<file path="config.mk">
export PLATFORM = sky130hd
export DESIGN_NAME = html_stream_ctrl
export DESIGN_NICKNAME = d
export VERILOG_FILES = /design/src/rtl/html_stream_ctrl_pkg.sv /design/src/rtl/html_stream_ctrl_char_fifo.sv /design/src/rtl/html_stream_ctrl.sv
export SDC_FILE = /design/constraint.sdc
export NUM_CORES = 1
export LEC_CHECK = 0
export CORE_UTILIZATION = 45
export CTS_CLUSTER_DIAMETER = 50
export DETAILED_ROUTE_END_ITERATION = 8
export GPL_TIMING_DRIVEN = 0
export PLACE_DENSITY = 0.68
export SYNTH_ARGS = -nofsm -noshare
export SYNTH_HDL_FRONTEND = slang
export SYNTH_HIERARCHICAL = 1
export SYNTH_SLANG_ARGS = --single-unit
</file>
<file path="constraint.sdc">
create_clock -name clock -period 3.1 [get_ports clock]
set_input_delay 0.465 -clock clock [delete_from_list [all_inputs] [get_ports clock]]
set_output_delay 0.465 -clock clock [all_outputs]
set_load 0.01 [all_outputs]
</file>
<file path="src/rtl/html_stream_ctrl_pkg.sv">
// Shared types and constants for the HTML char stream controller.
// Defines the FSM state enum, the char width (HTML_CHAR_W) and marker chars.
`ifndef HTML_CHAR_W
`define HTML_CHAR_W 8
`endif

package html_stream_ctrl_pkg;

    localparam int CHAR_W = `HTML_CHAR_W;

    localparam logic [7:0] EOF_CHAR = 8'hFF;
    localparam logic [7:0] CR_CHAR  = 8'h0D;

    typedef enum logic [1:0] {
        S_IDLE,
        S_STREAM,
        S_DRAIN,
        S_DONE
    } state_e;

endpackage

</file>
<file path="src/rtl/html_stream_ctrl_char_fifo.sv">
// Synchronous char FIFO, power-of-two depth, registered storage.
// Ports: clock, reset, push/din, pop/dout, count, full, empty.
module char_fifo #(
    parameter int CHAR_W = 8,
    parameter int DEPTH  = 4,
    localparam int AW    = $clog2(DEPTH),
    localparam int CW    = AW + 1
) (
    input  logic              clock,
    input  logic              reset,
    input  logic              push,
    input  logic [CHAR_W-1:0] din,
    input  logic              pop,
    output logic [CHAR_W-1:0] dout,
    output logic [CW-1:0]     count,
    output logic              full,
    output logic              empty
);

    logic [CHAR_W-1:0] mem_q [DEPTH];
    logic [AW-1:0]     wptr_q;
    logic [AW-1:0]     rptr_q;
    logic [CW-1:0]     count_q;
    logic              push_ok;
    logic              pop_ok;

    assign empty = (count_q == '0);
    assign full  = (count_q == CW'(DEPTH));
    assign count = count_q;

    // A push into a full FIFO is accepted only when a pop frees a slot.
    assign pop_ok  = pop && !empty;
    assign push_ok = push && (!full || pop_ok);

    // Head is forced to zero when empty so the output is clean after reset.
    assign dout = empty ? '0 : mem_q[rptr_q];

    always_ff @(posedge clock) begin
        if (push_ok) begin
            mem_q[wptr_q] <= din;
        end
    end

    always_ff @(posedge clock) begin
        if (reset) begin
            wptr_q  <= '0;
            rptr_q  <= '0;
            count_q <= '0;
        end else begin
            if (push_ok) begin
                wptr_q <= wptr_q + 1'b1;
            end
            if (pop_ok) begin
                rptr_q <= rptr_q + 1'b1;
            end
            unique case ({push_ok, pop_ok})
                2'b10:   count_q <= count_q + 1'b1;
                2'b01:   count_q <= count_q - 1'b1;
                default: count_q <= count_q;
            endcase
        end
    end

endmodule

</file>
<file path="src/rtl/html_stream_ctrl.sv">
// Sequences the HTML char reader into a FIFO and a valid/ready char stream.
// Ports: clock/reset/start; rd_* reader link; out_* stream; busy/done/char_count.
// Optional HTML_STREAM_CR_STRIP_EN: captured 0x0D chars are dropped.
module html_stream_ctrl #(
    parameter int CHAR_W = html_stream_ctrl_pkg::CHAR_W,
    parameter int DEPTH  = 4,
    parameter int CNT_W  = 16
) (
    input  logic              clock,
    input  logic              reset,
    input  logic              start,
    output logic              rd_enable,
    output logic              rd_pause,
    input  logic [CHAR_W-1:0] rd_char,
    input  logic              rd_finished,
    output logic              out_valid,
    input  logic              out_ready,
    output logic [CHAR_W-1:0] out_char,
    output logic              busy,
    output logic              done,
    output logic [CNT_W-1:0]  char_count
);

    import html_stream_ctrl_pkg::*;

    localparam int CW = $clog2(DEPTH) + 1;

    state_e            state_q;
    state_e            state_d;
    logic              fetch_pending_q;
    logic [CNT_W-1:0]  count_q;
    logic              cnt_clr;

    logic              push;
    logic              pop;
    logic [CW-1:0]     fifo_count;
    logic              fifo_full;
    logic              fifo_empty;
    logic [CW:0]       inflight;
    logic              credit_full;
    logic              keep_char;

    // Slots already reserved: stored entries plus the fetch in flight.
    // Pops in the same cycle are not credited back.
    assign inflight    = {1'b0, fifo_count} + (CW+1)'(fetch_pending_q);
    assign credit_full = (inflight >= (CW+1)'(DEPTH));

`ifdef HTML_STREAM_CR_STRIP_EN
    assign keep_char = (rd_char != CHAR_W'(CR_CHAR));
`else
    assign keep_char = 1'b1;
`endif

    // The EOF read arrives with rd_finished high and is never stored.
    assign push = fetch_pending_q
               && (state_q == S_STREAM)
               && !rd_finished
               && keep_char;

    assign out_valid  = !fifo_empty;
    assign pop        = out_valid && out_ready;
    assign busy       = (state_q == S_STREAM) || (state_q == S_DRAIN);
    assign done       = (state_q == S_DONE);
    assign char_count = count_q;

    always_comb begin
        state_d   = state_q;
        rd_enable = 1'b0;
        rd_pause  = 1'b1;
        cnt_clr   = 1'b0;
        unique case (state_q)
            S_IDLE: begin
                if (start) begin
                    state_d = S_STREAM;
                    cnt_clr = 1'b1;
                end
            end
            S_STREAM: begin
                rd_enable = 1'b1;
                rd_pause  = credit_full || rd_finished;
                if (rd_finished) begin
                    state_d = S_DRAIN;
                end
            end
            S_DRAIN: begin
                rd_enable = 1'b1;
                if (fifo_empty) begin
                    state_d = S_DONE;
                end
            end
            S_DONE: begin
                rd_enable = 1'b1;
                if (start) begin
                    state_d = S_IDLE;
                end
            end
            default: begin
                state_d = S_IDLE;
            end
        endcase
    end

    always_ff @(posedge clock) begin
        if (reset) begin
            state_q         <= S_IDLE;
            fetch_pending_q <= 1'b0;
            count_q         <= '0;
        end else begin
            state_q         <= state_d;
            fetch_pending_q <= rd_enable && !rd_pause;
            if (cnt_clr) begin
                count_q <= '0;
            end else if (pop && (count_q != '1)) begin
                count_q <= count_q + 1'b1;
            end
        end
    end

    char_fifo #(
        .CHAR_W (CHAR_W),
        .DEPTH  (DEPTH)
    ) u_fifo (
        .clock (clock),
        .reset (reset),
        .push  (push),
        .din   (rd_char),
        .pop   (pop),
        .dout  (out_char),
        .count (fifo_count),
        .full  (fifo_full),
        .empty (fifo_empty)
    );

endmodule

</file>
==> results of run 1 <==
## cell type report
cell class | instances | area (sq um)
Multi-Input combinational cell | 153 | 1230
Clock buffer | 9 | 124
Tap cell | 75 | 93.8
Fill cell | 500 | 2450
Inverter | 15 | 56.3
Buffer | 9 | 62.6
Sequential cell | 60 | 1520
Timing Repair Buffer | 41 | 410
Clock inverter | 7 | 75.1
## flip-flops by register name (all words and copies together) (netlist names), named ones only
name and flops:
u_fifo/mem_q 32, char_count 16, u_fifo/count 3, state_q 2
u_fifo/rptr_q 2, u_fifo/wptr_q 2, fetch_pending_q 1
## placed cells by master (no fill, tap or decap), types with 2 or more instances in the layout
cell type        count
nor2b_1              8
clkinvlp_4           3
clkdlybuf4s50_1     41
nand2_1              6
nand3b_1             3
o21ai_0              7
or3_1                5
nand4_1              4
ha_1                10
mux4_2               8
nor2_1              14
clkbuf_8             9
o311ai_1             2
nand2b_1             5
dfxtp_1             28
and2_1               4
a31oi_1              4
or2_2                2
o41ai_1              2
or4_1                4
nor3_1               6
xor2_1               3
edfxtp_1            32
mux2i_1              3
inv_6                2
buf_4                3
inv_1               15
nor4_1               3
nand3_1              6
a211oi_1             2
o211ai_1             2
a21oi_1             11
o31ai_1              3
buf_6                2
## worst max-delay path, cell delays in order (launching register included)
cell      delay [ps]
dfxtp_1          320
buf_4            170
nor3_4           520
nand2b_2         310
inv_1            120
buf_4            190
o31ai_2           80
nand2b_1         170
fa_1             180
nand3b_1          90
or3_1            310
a31oi_1          160
## power by group
part	total [uW]	internal, uW	leakage, uW	switching [uW]
sequential	864	851	0.000513	13.0
combinational	239	114	0.000588	125
clock	698	374	0.0000923	324
## worst max-delay path by stage
stage                                       startpoint                           end  slack [ps]  cells past startpoint
after global placement    u_fifo/count[1]$_SDFFE_PP0P_  u_fifo/count[2]$_SDFFE_PP0P_         120                     11
after CTS                 u_fifo/count[1]$_SDFFE_PP0P_  u_fifo/count[2]$_SDFFE_PP0P_         110                     11
final                     u_fifo/count[1]$_SDFFE_PP0P_  u_fifo/count[2]$_SDFFE_PP0P_         400                     11
after detailed placement  u_fifo/count[1]$_SDFFE_PP0P_  u_fifo/count[2]$_SDFFE_PP0P_         110                     11
after floorplan           u_fifo/count[1]$_SDFFE_PP0P_  u_fifo/count[2]$_SDFFE_PP0P_         700                     11
after global routing      u_fifo/count[1]$_SDFFE_PP0P_  u_fifo/count[2]$_SDFFE_PP0P_         150                     11
## stage by stage
| stage | util (%) | instances | worst slack, ps | power (uW) |
|---|---|---|---|---|
| 2_1_floorplan | - | 237 | 703 | 1020 |
| 3_3_place_gp | 56.0 | 353 | 121 | 1120 |
| 3_5_place_dp | 56.0 | 353 | 113 | 1120 |
| 4_1_cts | 59.3 | 369 | 106 | 1820 |
| 5_1_grt | 59.4 | 369 | 147 | 1880 |
| 6_report | 59.4 | 369 | 399 | 1800 |
## metal layers
layer | GRT usage (%) | wire (microns) | up-vias
met5 | 0 | 0 | -
met4 | 9.47 | 79 | 0
met3 | 4.00 | 223 | 6
met2 | 26.8 | 2600 | 48
met1 | 24.1 | 2530 | 966
li1 | - | - | 999
==> reports/metrics.cfg, run 1 <==
[global_routing]
grt_pass1_vias = 1767
grt_antenna_before_repair = 0
grt_pass1_wl_microns = 8710
grt_use_total_pct = 17.9
grt_start_max_net_pins = 14
gr-total-overflow = 0

[clock_tree]
insertion_delay_ps = 330
cts-htree-levels = 3
path_clk_slew_ps = 70
clock_path_buffers = 2
cts_tree = done
cts_setup_buffers = 0
clock_sinks = 60
cts.repair.resized = 0
root_buffer = clkbuf_8
hold_buffers = 0
numCtsBuffers = 9

[setup_path]
cp-end-kind = register
crit_required_ps = 3360
reg2reg_to = u_fifo/count[2]$_SDFFE_PP0P_
critPathArrivalTime_ps = 2960
cp_max_fo = 13
reg2reg_depth = 11
criticalPathCategory = register to register
reg2reg_slack_ps = 400
cp-start-kind = register
r2r_start = u_fifo/count[1]$_SDFFE_PP0P_

[routing]
via_count = 2019
avgRoutedWirePerCell_microns = 14.7
drtIter0Drc = 95
drt-pass1-iter-count = 4
drc_errors = 0
drtAntennaViolNets = 0
via_per_inst = 5.47
totalWireLength_microns = 5440

[timing]
timing.fmax_ghz = 0.370
slew_headroom_pct = 57.9
min_period_ps = 2700
tightest_slew_ps = 627
min_period_over_period_pct = 87.1
clock_skew_ps = 5.35
hold_viol = 0
holdWs_ps = 507
rsz0062_at_grt = no
slew_viol_final = 0
setup-tns-final_ps = 0
setup_viol = 0

[finish]
syn_to_final_growth_pct = 24.7
final_nets = 313
fin_area_sq_um = 3580
num_antenna_cells = 0
drive_gt1_share_pct = 15.3

[floorplan]
fp-row-count = 28
die_area_sq_um = 6700
core_sq_um = 6030
ios = 42
die_w_microns = 81.8
start_util_pct = 47.6
chipHeight_microns = 81.8

[power_and_ir_drop]
p_leak_uw = 0.00119
peakVddDrop_mv = 0.326
p_per_area_nw_per_um2 = 503

[outcome]
run_status = completed

[synth]
yosys_warnings = 6
synthCells = 237
syn_area_per_cell_sq_um = 12.1
synth_fp_nets = 261
synth_area_sq_um = 2870

[placement]
portBuffers = 41
dp_hpwl_microns = 3860
place_congestion = 0.778
placed_cell_area_sq_um = 3370

[hold_path]
min_path_cells = 1
min_to = char_count[15]$_SDFFE_PP0P_
hold_path_class = register to register
min-delay-start = char_count[15]$_SDFFE_PP0P_

[job]
drv_cap = 0

Power figures use the tool's default switching activity.
==> run 2: changes to the inputs <==
- CTS_BUF_LIST: not set -> sky130_fd_sc_hd__clkbuf_8
==> results of run 2 <==
The final DEF is identical to that of run 1; final timing and power are the same.
==> run 3: changes to the inputs <==
- CORE_ASPECT_RATIO: not set -> 1.25
- PLACE_DENSITY: 0.68 -> 0.71
==> reports/metrics.cfg, run 3 (same netlist as run 1, synthesis figures left out) <==
[placement]
place_congestion = 0.825
dp_hpwl_microns = 3890
placed_cell_area_sq_um = 3390
portBuffers = 41

[timing]
timing.fmax_ghz = 0.373
setup-tns-final_ps = 0
slew_headroom_pct = 59.1
min_period_over_period_pct = 86.5
slew_viol_final = 0
holdWs_ps = 511
min_period_ps = 2680
hold_viol = 0
rsz0062_at_grt = no
clock_skew_ps = 7.37
setup_viol = 0
tightest_slew_ps = 608

[routing]
drtIter0Drc = 167
via_count = 2024
via_per_inst = 5.34
drc_errors = 0
drtAntennaViolNets = 0
totalWireLength_microns = 5510
avgRoutedWirePerCell_microns = 14.5
drt-pass1-iter-count = 4

[finish]
num_antenna_cells = 0
syn_to_final_growth_pct = 23.9
fin_util_pct = 57.7
fin_area_sq_um = 3550
layout.area.seq_sq_um = 1520
nFillCells = 547
final_common_cell = clkdlybuf4s50_1
final_nets = 313
multiInputGateArea_sq_um = 1230
drive_gt1_share_pct = 13.9
largest_reg_flops = 32
top_register = u_fifo/mem_q
layout_common_cells = 41 x clkdlybuf4s50_1, 32 x edfxtp_1, 28 x dfxtp_1, 19 x inv_1, 14 x nor2_1

[clock_tree]
path_clk_slew_ps = 60
cts_tree = done
hold_buffers = 0
clock_path_buffers = 2
cts_setup_buffers = 0
cts.repair.resized = 0
numCtsBuffers = 9
cts-htree-levels = 3
clock_sinks = 60
insertion_delay_ps = 330
root_buffer = clkbuf_8

[setup_path]
cp-start-kind = register
cp-end-kind = register
criticalPathCategory = register to register
critPathArrivalTime_ps = 2940
cp_max_fo = 13
crit_required_ps = 3360

[global_routing]
grt_use_total_pct = 18.3
grt_pass1_vias = 1936
grt_start_max_net_pins = 14
grt_pass1_wl_microns = 9160
grt_antenna_before_repair = 0
gr-total-overflow = 0

[floorplan]
ios = 42
die_area_sq_um = 6700
die_w_microns = 73.4
core_sq_um = 6170
chipHeight_microns = 91.3
start_util_pct = 46.5
fp-row-count = 32

[power_and_ir_drop]
finalPower_uw = 1670
peakVddDrop_mv = 0.316
p_per_area_nw_per_um2 = 471
p_leak_uw = 0.00120

[hold_path]
hold_path_class = register to register

[job]
drv_cap = 0

[outcome]
run_status = completed

## run 3: final cells by class
cell class	instances	share of cell area, %
buffer	9	1.76
clock buffer	10	3.87
clock inverter	6	0.704
inverter	15	1.58
multi-input combinational	153	34.7
sequential	60	42.8
tap	85	2.99
timing repair buffer	41	11.5
## run 3: final timing paths
path	depth (start not counted)	startpoint	end	slack [ps]
worst max-delay path	11	u_fifo/count[1]$_SDFFE_PP0P_	u_fifo/count[1]$_SDFFE_PP0P_	420
worst min-delay path	1	char_count[15]$_SDFFE_PP0P_	char_count[15]$_SDFFE_PP0P_	510
worst max register to register	11	u_fifo/count[1]$_SDFFE_PP0P_	u_fifo/count[1]$_SDFFE_PP0P_	420
worst min register to register	1	char_count[15]$_SDFFE_PP0P_	char_count[15]$_SDFFE_PP0P_	510
## run 3: routing by layer
metal | wire length (microns) | global-route usage [%] | vias up
li1 | - | - | 1002
met1 | 2430 | 22.7 | 960
met2 | 2750 | 29.7 | 49
met3 | 199 | 4.00 | 13
met4 | 131 | 9.29 | 0
met5 | 0 | 0 | -
## run 3: critical path, stage by stage, from the launching register on
cell and delay [ps]:
dfxtp_1 310, buf_4 170, nor3_4 520, nand2b_2 310, inv_1 120, buf_4 190
o31ai_2 70, nand2b_1 170, fa_1 420, inv_1 80, o2111ai_1 110, a21oi_1 140
## run 3: power breakdown
part / switching, uW / internal, uW
Clock: 272 / 297
Combinational: 125 / 114
Sequential: 13.3 / 851
Total: 410 / 1260
## run 3: stage by stage
step / std cells / setup slack [ps]
global route: 379 / 166
CTS: 379 / 114
detailed placement: 363 / 133
finish: 379 / 419
floorplan: 237 / 703
global placement: 363 / 171
